[src/rtl/decode_stage.sv]
// Instruction decode stage: decodes a small RV32 subset on push and buffers the
// results in a 2-entry FIFO, with saturating decoded/illegal statistics counters.
module decode_stage #(
    parameter int INSTR_WIDTH = 32,
    parameter int C_SIG_WIDTH = 7,
    parameter int PC_WIDTH    = 32,
    parameter int CNT_WIDTH   = 16
) (
    input  logic                   clk,
    input  logic                   rst,
    input  logic                   flush,
    input  logic                   in_valid,
    output logic                   in_ready,
    input  logic [INSTR_WIDTH-1:0] in_instr,
    input  logic [PC_WIDTH-1:0]    in_pc,
    output logic                   out_valid,
    input  logic                   out_ready,
    output logic [C_SIG_WIDTH-1:0] out_ctrl,
    output logic [4:0]             out_rd,
    output logic [4:0]             out_rs1,
    output logic [4:0]             out_rs2,
    output logic [31:0]            out_imm,
    output logic [PC_WIDTH-1:0]    out_pc,
    output logic                   out_illegal,
    output logic [CNT_WIDTH-1:0]   decoded_cnt,
    output logic [CNT_WIDTH-1:0]   illegal_cnt
);

    typedef struct packed {
        logic [6:0]          ctrl;
        logic [4:0]          rd;
        logic [4:0]          rs1;
        logic [4:0]          rs2;
        logic [31:0]         imm;
        logic [PC_WIDTH-1:0] pc;
        logic                illegal;
    } entry_t;

    entry_t     mem [2];
    entry_t     dec;
    entry_t     head;
    logic       wr_ptr;
    logic       rd_ptr;
    logic [1:0] count;
    logic       push;
    logic       pop;
    logic [6:0] opcode;
    logic [2:0] funct3;

    // Handshake: a beat transfers on an edge where valid & ready are both high.
    // Once valid is raised the sender holds its payload until that edge; in_ready
    // comes only from the registered occupancy, never from out_ready.
    assign in_ready  = (count != 2'd2);
    assign out_valid = (count != 2'd0);
    assign push      = in_valid & in_ready & ~flush;
    assign pop       = out_valid & out_ready & ~flush;

    assign opcode = in_instr[6:0];
    assign funct3 = in_instr[14:12];

    always_comb begin
        dec         = '0;
        dec.rd      = in_instr[11:7];
        dec.rs1     = in_instr[19:15];
        dec.rs2     = in_instr[24:20];
        dec.pc      = in_pc;
        dec.illegal = 1'b1;
        case (opcode)
            7'b0110011: begin
                dec.ctrl    = 7'b1000000;
                dec.illegal = 1'b0;
            end
            7'b0010011: begin
                dec.ctrl    = 7'b1100000;
                dec.imm     = {{20{in_instr[31]}}, in_instr[31:20]};
                dec.illegal = 1'b0;
            end
            7'b0000011: begin
                if (funct3 == 3'b000 || funct3 == 3'b010) begin
                    dec.ctrl    = (funct3 == 3'b000) ? 7'b1101011 : 7'b1101010;
                    dec.imm     = {{20{in_instr[31]}}, in_instr[31:20]};
                    dec.illegal = 1'b0;
                end
            end
            7'b0100011: begin
                if (funct3 == 3'b000 || funct3 == 3'b010) begin
                    dec.ctrl    = (funct3 == 3'b000) ? 7'b0100101 : 7'b0100100;
                    dec.imm     = {{20{in_instr[31]}}, in_instr[31:25], in_instr[11:7]};
                    dec.illegal = 1'b0;
                end
            end
            default: ;
        endcase
    end

    // Flush takes priority over push/pop; counters only advance on real pushes.
    always_ff @(posedge clk or posedge rst) begin
        if (rst) begin
            mem[0]      <= '0;
            mem[1]      <= '0;
            wr_ptr      <= 1'b0;
            rd_ptr      <= 1'b0;
            count       <= 2'd0;
            decoded_cnt <= '0;
            illegal_cnt <= '0;
        end else if (flush) begin
            wr_ptr <= 1'b0;
            rd_ptr <= 1'b0;
            count  <= 2'd0;
        end else begin
            if (push) begin
                mem[wr_ptr] <= dec;
                wr_ptr      <= ~wr_ptr;
                if (decoded_cnt != '1)
                    decoded_cnt <= decoded_cnt + CNT_WIDTH'(1);
                if (dec.illegal && illegal_cnt != '1)
                    illegal_cnt <= illegal_cnt + CNT_WIDTH'(1);
            end
            if (pop)
                rd_ptr <= ~rd_ptr;
            count <= count + {1'b0, push} - {1'b0, pop};
        end
    end

    // Storage is cleared by reset, so the head reads as all zeros during reset.
    assign head        = mem[rd_ptr];
    assign out_ctrl    = C_SIG_WIDTH'(head.ctrl);
    assign out_rd      = head.rd;
    assign out_rs1     = head.rs1;
    assign out_rs2     = head.rs2;
    assign out_imm     = head.imm;
    assign out_pc      = head.pc;
    assign out_illegal = head.illegal;

endmodule
[config.mk]
export PLATFORM = sky130hd
export DESIGN_NAME = decode_stage
export DESIGN_NICKNAME = d
export VERILOG_FILES = /design/src/rtl/decode_stage.sv
export SDC_FILE = /design/constraint.sdc
export NUM_CORES = 1
export LEC_CHECK = 0
export ABC_AREA = 1
export BUFFER_PORTS_ARGS = -buffer_cell sky130_fd_sc_hd__buf_2
export CORE_MARGIN = 1
export CORE_UTILIZATION = 49
export DETAILED_ROUTE_END_ITERATION = 8
export PLACE_DENSITY = 0.76
export SYNTH_ARGS = -nofsm -noshare
export SYNTH_HDL_FRONTEND = slang
export SYNTH_SLANG_ARGS = --single-unit
[constraint.sdc]
create_clock -name clk -period 6.1 [get_ports clk]
set_input_delay 1.525 -clock clk [delete_from_list [all_inputs] [get_ports clk]]
set_output_delay 1.525 -clock clk [all_outputs]
set_load 0.02 [all_outputs]
# Yosys cells after proc, flatten, opt, wreduce, memory -nomap -nowiden
# Index checks and enable logic that the tools add are counted.
op_classes:
  n_addsub: 4
  order_cmp: 3
  n_eq_ne: 8
  n_mux: 21
  n_bitwise: 9
  n_reduce_logical: 12
ops:
  columns: ["cell", "count"]
  rows:
  - ["87-bit 2-to-1 mux", 4]
  - ["174-bit bitwise mux", 1]
  - ["32-bit one-hot mux with 3 select lines", 1]
  - ["87-bit demux with 1-bit select", 1]
  - ["32-bit 2-to-1 mux", 2]
  - ["16-bit by 1-bit adder with 16-bit output, second input constant", 2]
  - ["16-bit inequality test, second input constant", 2]
  - ["7-bit one-hot mux with 4 select lines", 1]
  - ["7-bit by 6-bit equality test with 1-bit output, second input constant", 2]
  - ["7-bit by 2-bit equality test with 1-bit output, second input constant", 1]
  - ["7-bit by 5-bit equality test with 1-bit output, second input constant", 1]
  - ["1-bit 2-to-1 mux", 7]
  - ["7-bit 2-to-1 mux", 1]
  - ["6-bit 2-to-1 mux", 1]
  - ["3-bit AND reduction", 2]
  - ["2-bit nonzero test", 3]
  - ["1-bit AND", 4]
  - ["2-bit greater-or-equal comparator, second input constant", 2]
  - ["1-bit inverter with 2-bit output", 2]
  - ["2-bit OR reduction", 2]
  - ["3-bit by 2-bit equality test with 1-bit output, second input constant", 1]
  - ["3-bit logical NOT", 1]
  - ["1-bit inverter", 3]
  - ["2-bit by 1-bit adder with 2-bit output", 1]
  - ["other kinds (8)", 9]
word_totals:
  register_bits: 210
  in_bits: 69
  output_inout_bits: 121
  elab_cells: 76

# Depth between registers and ports, before layout
logic_depth:
  ltp_word: 6
  mapped_depth: 10
  mapped_depth_nobuf: 9

# Least setup slack after synthesis
# OpenSTA, ideal clock, no wires.
synth_path:
  kind: "register -> output"
  from: "register rd_ptr"
  to: "output out_imm[12]"
  arrival_ns: 1.764
  required_ns: 4.575
  slack_ns: 2.811
  stages_incl_launch_ff: 7
  path_buffers: 4
  path_cell_list: "dfrtp_1 buf_2 clkbuf_1 clkbuf_1 nand2_1 nand2_1 buf_4"
synth_via:
  elab_chain_cells: 4
synth_lines:
  columns: ["item", "line_no", "rtl"]
  rows:
  - ["from (decl)", "43", "logic rd_ptr;"]
  - ["from (signal assigned)", "120", "rd_ptr <= ~rd_ptr;"]
  - ["1-bit inverter with 2-bit output (not written as such)", "126", "assign head = mem[rd_ptr];"]
  - ["87-bit 2-to-1 mux (not written as such) (3 in series)", "126", null]
  - ["to (decl)", "22", "output logic [31:0] out_imm,"]
# No other way between the ends. The select of a mux whose other input is x is not followed.

# Worst setup path after layout
layout_path:
  from: "register rd_ptr"
  to: "output out_imm[22]"
# The elaborated chain is that of the path after synthesis.

==> impl_metrics.env <==
export IMPL_crit_type="reg -> out"
export IMPL_nets=1310
export IMPL_worstMarginPinSlew_ns=0.903
export IMPL_io_pin_count=190
export IMPL_maxSlewViolCount=0
export IMPL_gp_congestion=0.871
export IMPL_period_needed_ns=3.78
export IMPL_rsz0062_at_grt="no"
export IMPL_clock_latency_ns=0.42
export IMPL_power_density_mw_per_mm2=362
export IMPL_arrival_ns=2.25
export IMPL_synthCells=1092
export IMPL_synth_area_mux_share=0
export IMPL_grt_usage=0.228
export IMPL_hold_viol=0
export IMPL_start_util=0.500
export IMPL_skew_ns=0.00394
export IMPL_worstPathRequired_ns=4.58
export IMPL_cellLeakagePower_nw=5.33
export IMPL_ir_drop_mv=0.195
export IMPL_postRouteWirelength_mm=18.9
export IMPL_cts_resized=0
export IMPL_synthAdderAreaFrac=0.00605
export IMPL_crit_fanout=87
export IMPL_post_route_util=0.589
export IMPL_synthSimpleGateAreaFrac=0.305
export IMPL_die_w_um=132
export IMPL_synth_top_family_by_area="simple AND/OR/NAND/NOR gates"
export IMPL_dr_pass1_iters=5
export IMPL_setup_ws_ns=2.32
export IMPL_grt_pass1_wl_mm=31.7
export IMPL_synth_compound_gate_area_share=0.0758
export IMPL_overflow=0
export IMPL_min_path_cells=2
export IMPL_cts_setup_buffers=0
export IMPL_hold_buffers=0
export IMPL_synth_seq_cells=166
export IMPL_drc=0
export IMPL_core_area_mm2=0.0165
export IMPL_synthFlopType="dfrtp_1"
export IMPL_wire_per_inst_um=12.8
export IMPL_grtUsageMet1=0.302
export IMPL_final_area_mm2=0.00973
export IMPL_cts_htree_levels=4
export IMPL_place_ws_ns=2.31
export IMPL_use_met2=0.362
export IMPL_grt_start_max_net_pins=90
export IMPL_syn_mean_instance_area_um2=7.57
export IMPL_synth_async_reset_ratio=1.00
export IMPL_top_usage_layer="met2"
export IMPL_synth_xor_area_frac=0.0212
export IMPL_drt_initial_drc_count=519
export IMPL_num_fill_cells=1536
export IMPL_maxCapViolCount=0
export IMPL_cts_root_buffer="clkbuf_16"
export IMPL_cts_tree="done"
export IMPL_regArea_mm2=0.00416
export IMPL_layout_drive_gt1_share=0.206
export IMPL_io_buffers=188
export IMPL_cts_sinks=166
export IMPL_syn_area_mm2=0.00827
export IMPL_met3_usage=0.0665
export IMPL_dpl_cell_count=1438
export IMPL_hold_class="reg -> reg"
export IMPL_period_share=0.619
export IMPL_setup_viol=0
export IMPL_numCtsBuffers=17
export IMPL_grt_pass1_vias=6619
export IMPL_hpwl_mm=12.6
export IMPL_ys_seq_area_frac=0.502
export IMPL_rows=47
export IMPL_ctsLongestPathBuffers=2
export IMPL_area_growth_syn_to_layout_pct=17.7
export IMPL_placed_area_mm2=0.00914
export IMPL_num_vias=7187
export IMPL_synth_edf_count=0
export IMPL_outcome="finished, final reports clean"
export IMPL_antenna_found_initial=2
export IMPL_fmax_mhz=265
export IMPL_endpoint_kind="output port"
export IMPL_path_clk_slew_ns=0.06
export IMPL_ant_nets=0
export IMPL_vias_per_cell=4.88
export IMPL_tns_ns=0
export IMPL_slew_headroom=0.398
export IMPL_synth_fp_nets=1165
export IMPL_multiInputGateArea_mm2=0.00339
export IMPL_rr_worst_depth=7
export IMPL_synth_cell_types=31
export IMPL_ys_warnings_count=0
export IMPL_finalNonFillerCells=1472
export IMPL_dieArea_mm2=0.0174
export IMPL_fp_dieH_um=132
export IMPL_start_kind="flip-flop"
==> critical path: stages, from the launching register on <==
cell and delay [ns]:
dfrtp_2 0.36, buf_4 0.69, nand2_1 0.12, nand2_1 0.38, buf_2 0.26
==> synthesized netlist by cell type, drive strengths merged (4+ instances only) <==
| cell type | instances | area share |
|---|---|---|
| buf | 47 | 0.039 |
| clkbuf | 21 | 0.0095 |
| dfrtp | 166 | 0.50 |
| ha | 4 | 0.0061 |
| inv | 87 | 0.039 |
| nand2 | 498 | 0.23 |
| nand3 | 54 | 0.034 |
| nand4 | 5 | 0.0038 |
| nor2 | 57 | 0.032 |
| nor3 | 4 | 0.0036 |
| o21ai | 120 | 0.073 |
| xnor2 | 13 | 0.014 |
| xor2 | 7 | 0.0074 |
==> per-layer routing <==
layer  part of all wire  vias up
li1                   -     3666
met2               0.46      193
met1               0.46     3303
met5            0.00074        -
met4              0.015        2
met3              0.065       23
==> cell families (layout without fill, tap and decap cells) <==
group	Yosys count	count (layout)
flops	166	166
buf+inv	156	314
other cells	1	3
fa+ha+maj	4	4
compound gates	124	124
xor+xnor	20	20
simple gates	621	621
==> through the flow <==
stage	hold slack [ns]	total power, mW
2_1_floorplan	0.442	2.19
3_3_place_gp	0.458	2.45
3_5_place_dp	0.459	2.48
4_1_cts	0.473	3.55
5_1_grt	0.499	3.74
6_report	0.469	3.52
==> cell usage in the layout, fill, tap and decap left out, types with 2 or more instances in the layout <==
master	count
nand2_1	490
buf_2	188
dfrtp_1	165
inv_1	80
o21ai_1	69
nand3_1	53
o21ai_0	51
nor2_1	46
clkbuf_16	17
xnor2_1	13
xor2_1	7
nor2_2	6
nand2_2	6
inv_2	6
buf_4	6
nand4_1	5
nor2_4	5
inv_6	5
ha_1	4
clkinvlp_4	3
diode_2	2
nor3_2	2
nand2_4	2
a31oi_1	2
nor3_1	2
nand3b_1	2
clkinv_4	2
clkinv_2	2
bufinv_16	2
==> sequential cells by signal (all words and copies together), names as in the netlist <==
name	cells
wr_ptr	1
illegal_cnt	16
rd_ptr	1
decoded_cnt	16
mem	130
count	2
==> area by class of cell <==
class | count | share of cell area
Tap cell | 220 | 0.0283
Clock inverter | 13 | 0.0149
Sequential cell | 166 | 0.427
Clock buffer | 19 | 0.0455
Antenna cell | 2 | 0.000514
Inverter | 88 | 0.0345
Timing Repair Buffer | 194 | 0.101
Multi-Input combinational cell | 770 | 0.348
==> path summary, 6_finish.rpt <==
path / from / endpoint / slack (ns)
setup reg to reg: count[1]$_DFF_PP0_ / mem[0]$_DFFE_PP0P_ / 3.54
max in group asynchronous: rst / mem[43]$_DFFE_PP0P_ / 3.76
hold reg to reg: mem[7]$_DFFE_PP0P_ / mem[7]$_DFFE_PP0P_ / 0.47
min in group asynchronous: rst / mem[119]$_DFFE_PP0P_ / 1.27
hold / removal: mem[7]$_DFFE_PP0P_ / mem[7]$_DFFE_PP0P_ / 0.47
setup / recovery: rd_ptr$_DFFE_PP0P_ / out_imm[22] / 2.32
==> where the power goes <==
part / internal [mW] / leakage [nW] / switching (mW) / total (mW)
Sequential: 1.37 / 2.15 / 0.161 / 1.53
Clock: 0.618 / 0.281 / 0.446 / 1.06
Combinational: 0.316 / 2.90 / 0.615 / 0.931
Total: 2.30 / 5.33 / 1.22 / 3.52
Power figures use the tool's default switching activity.
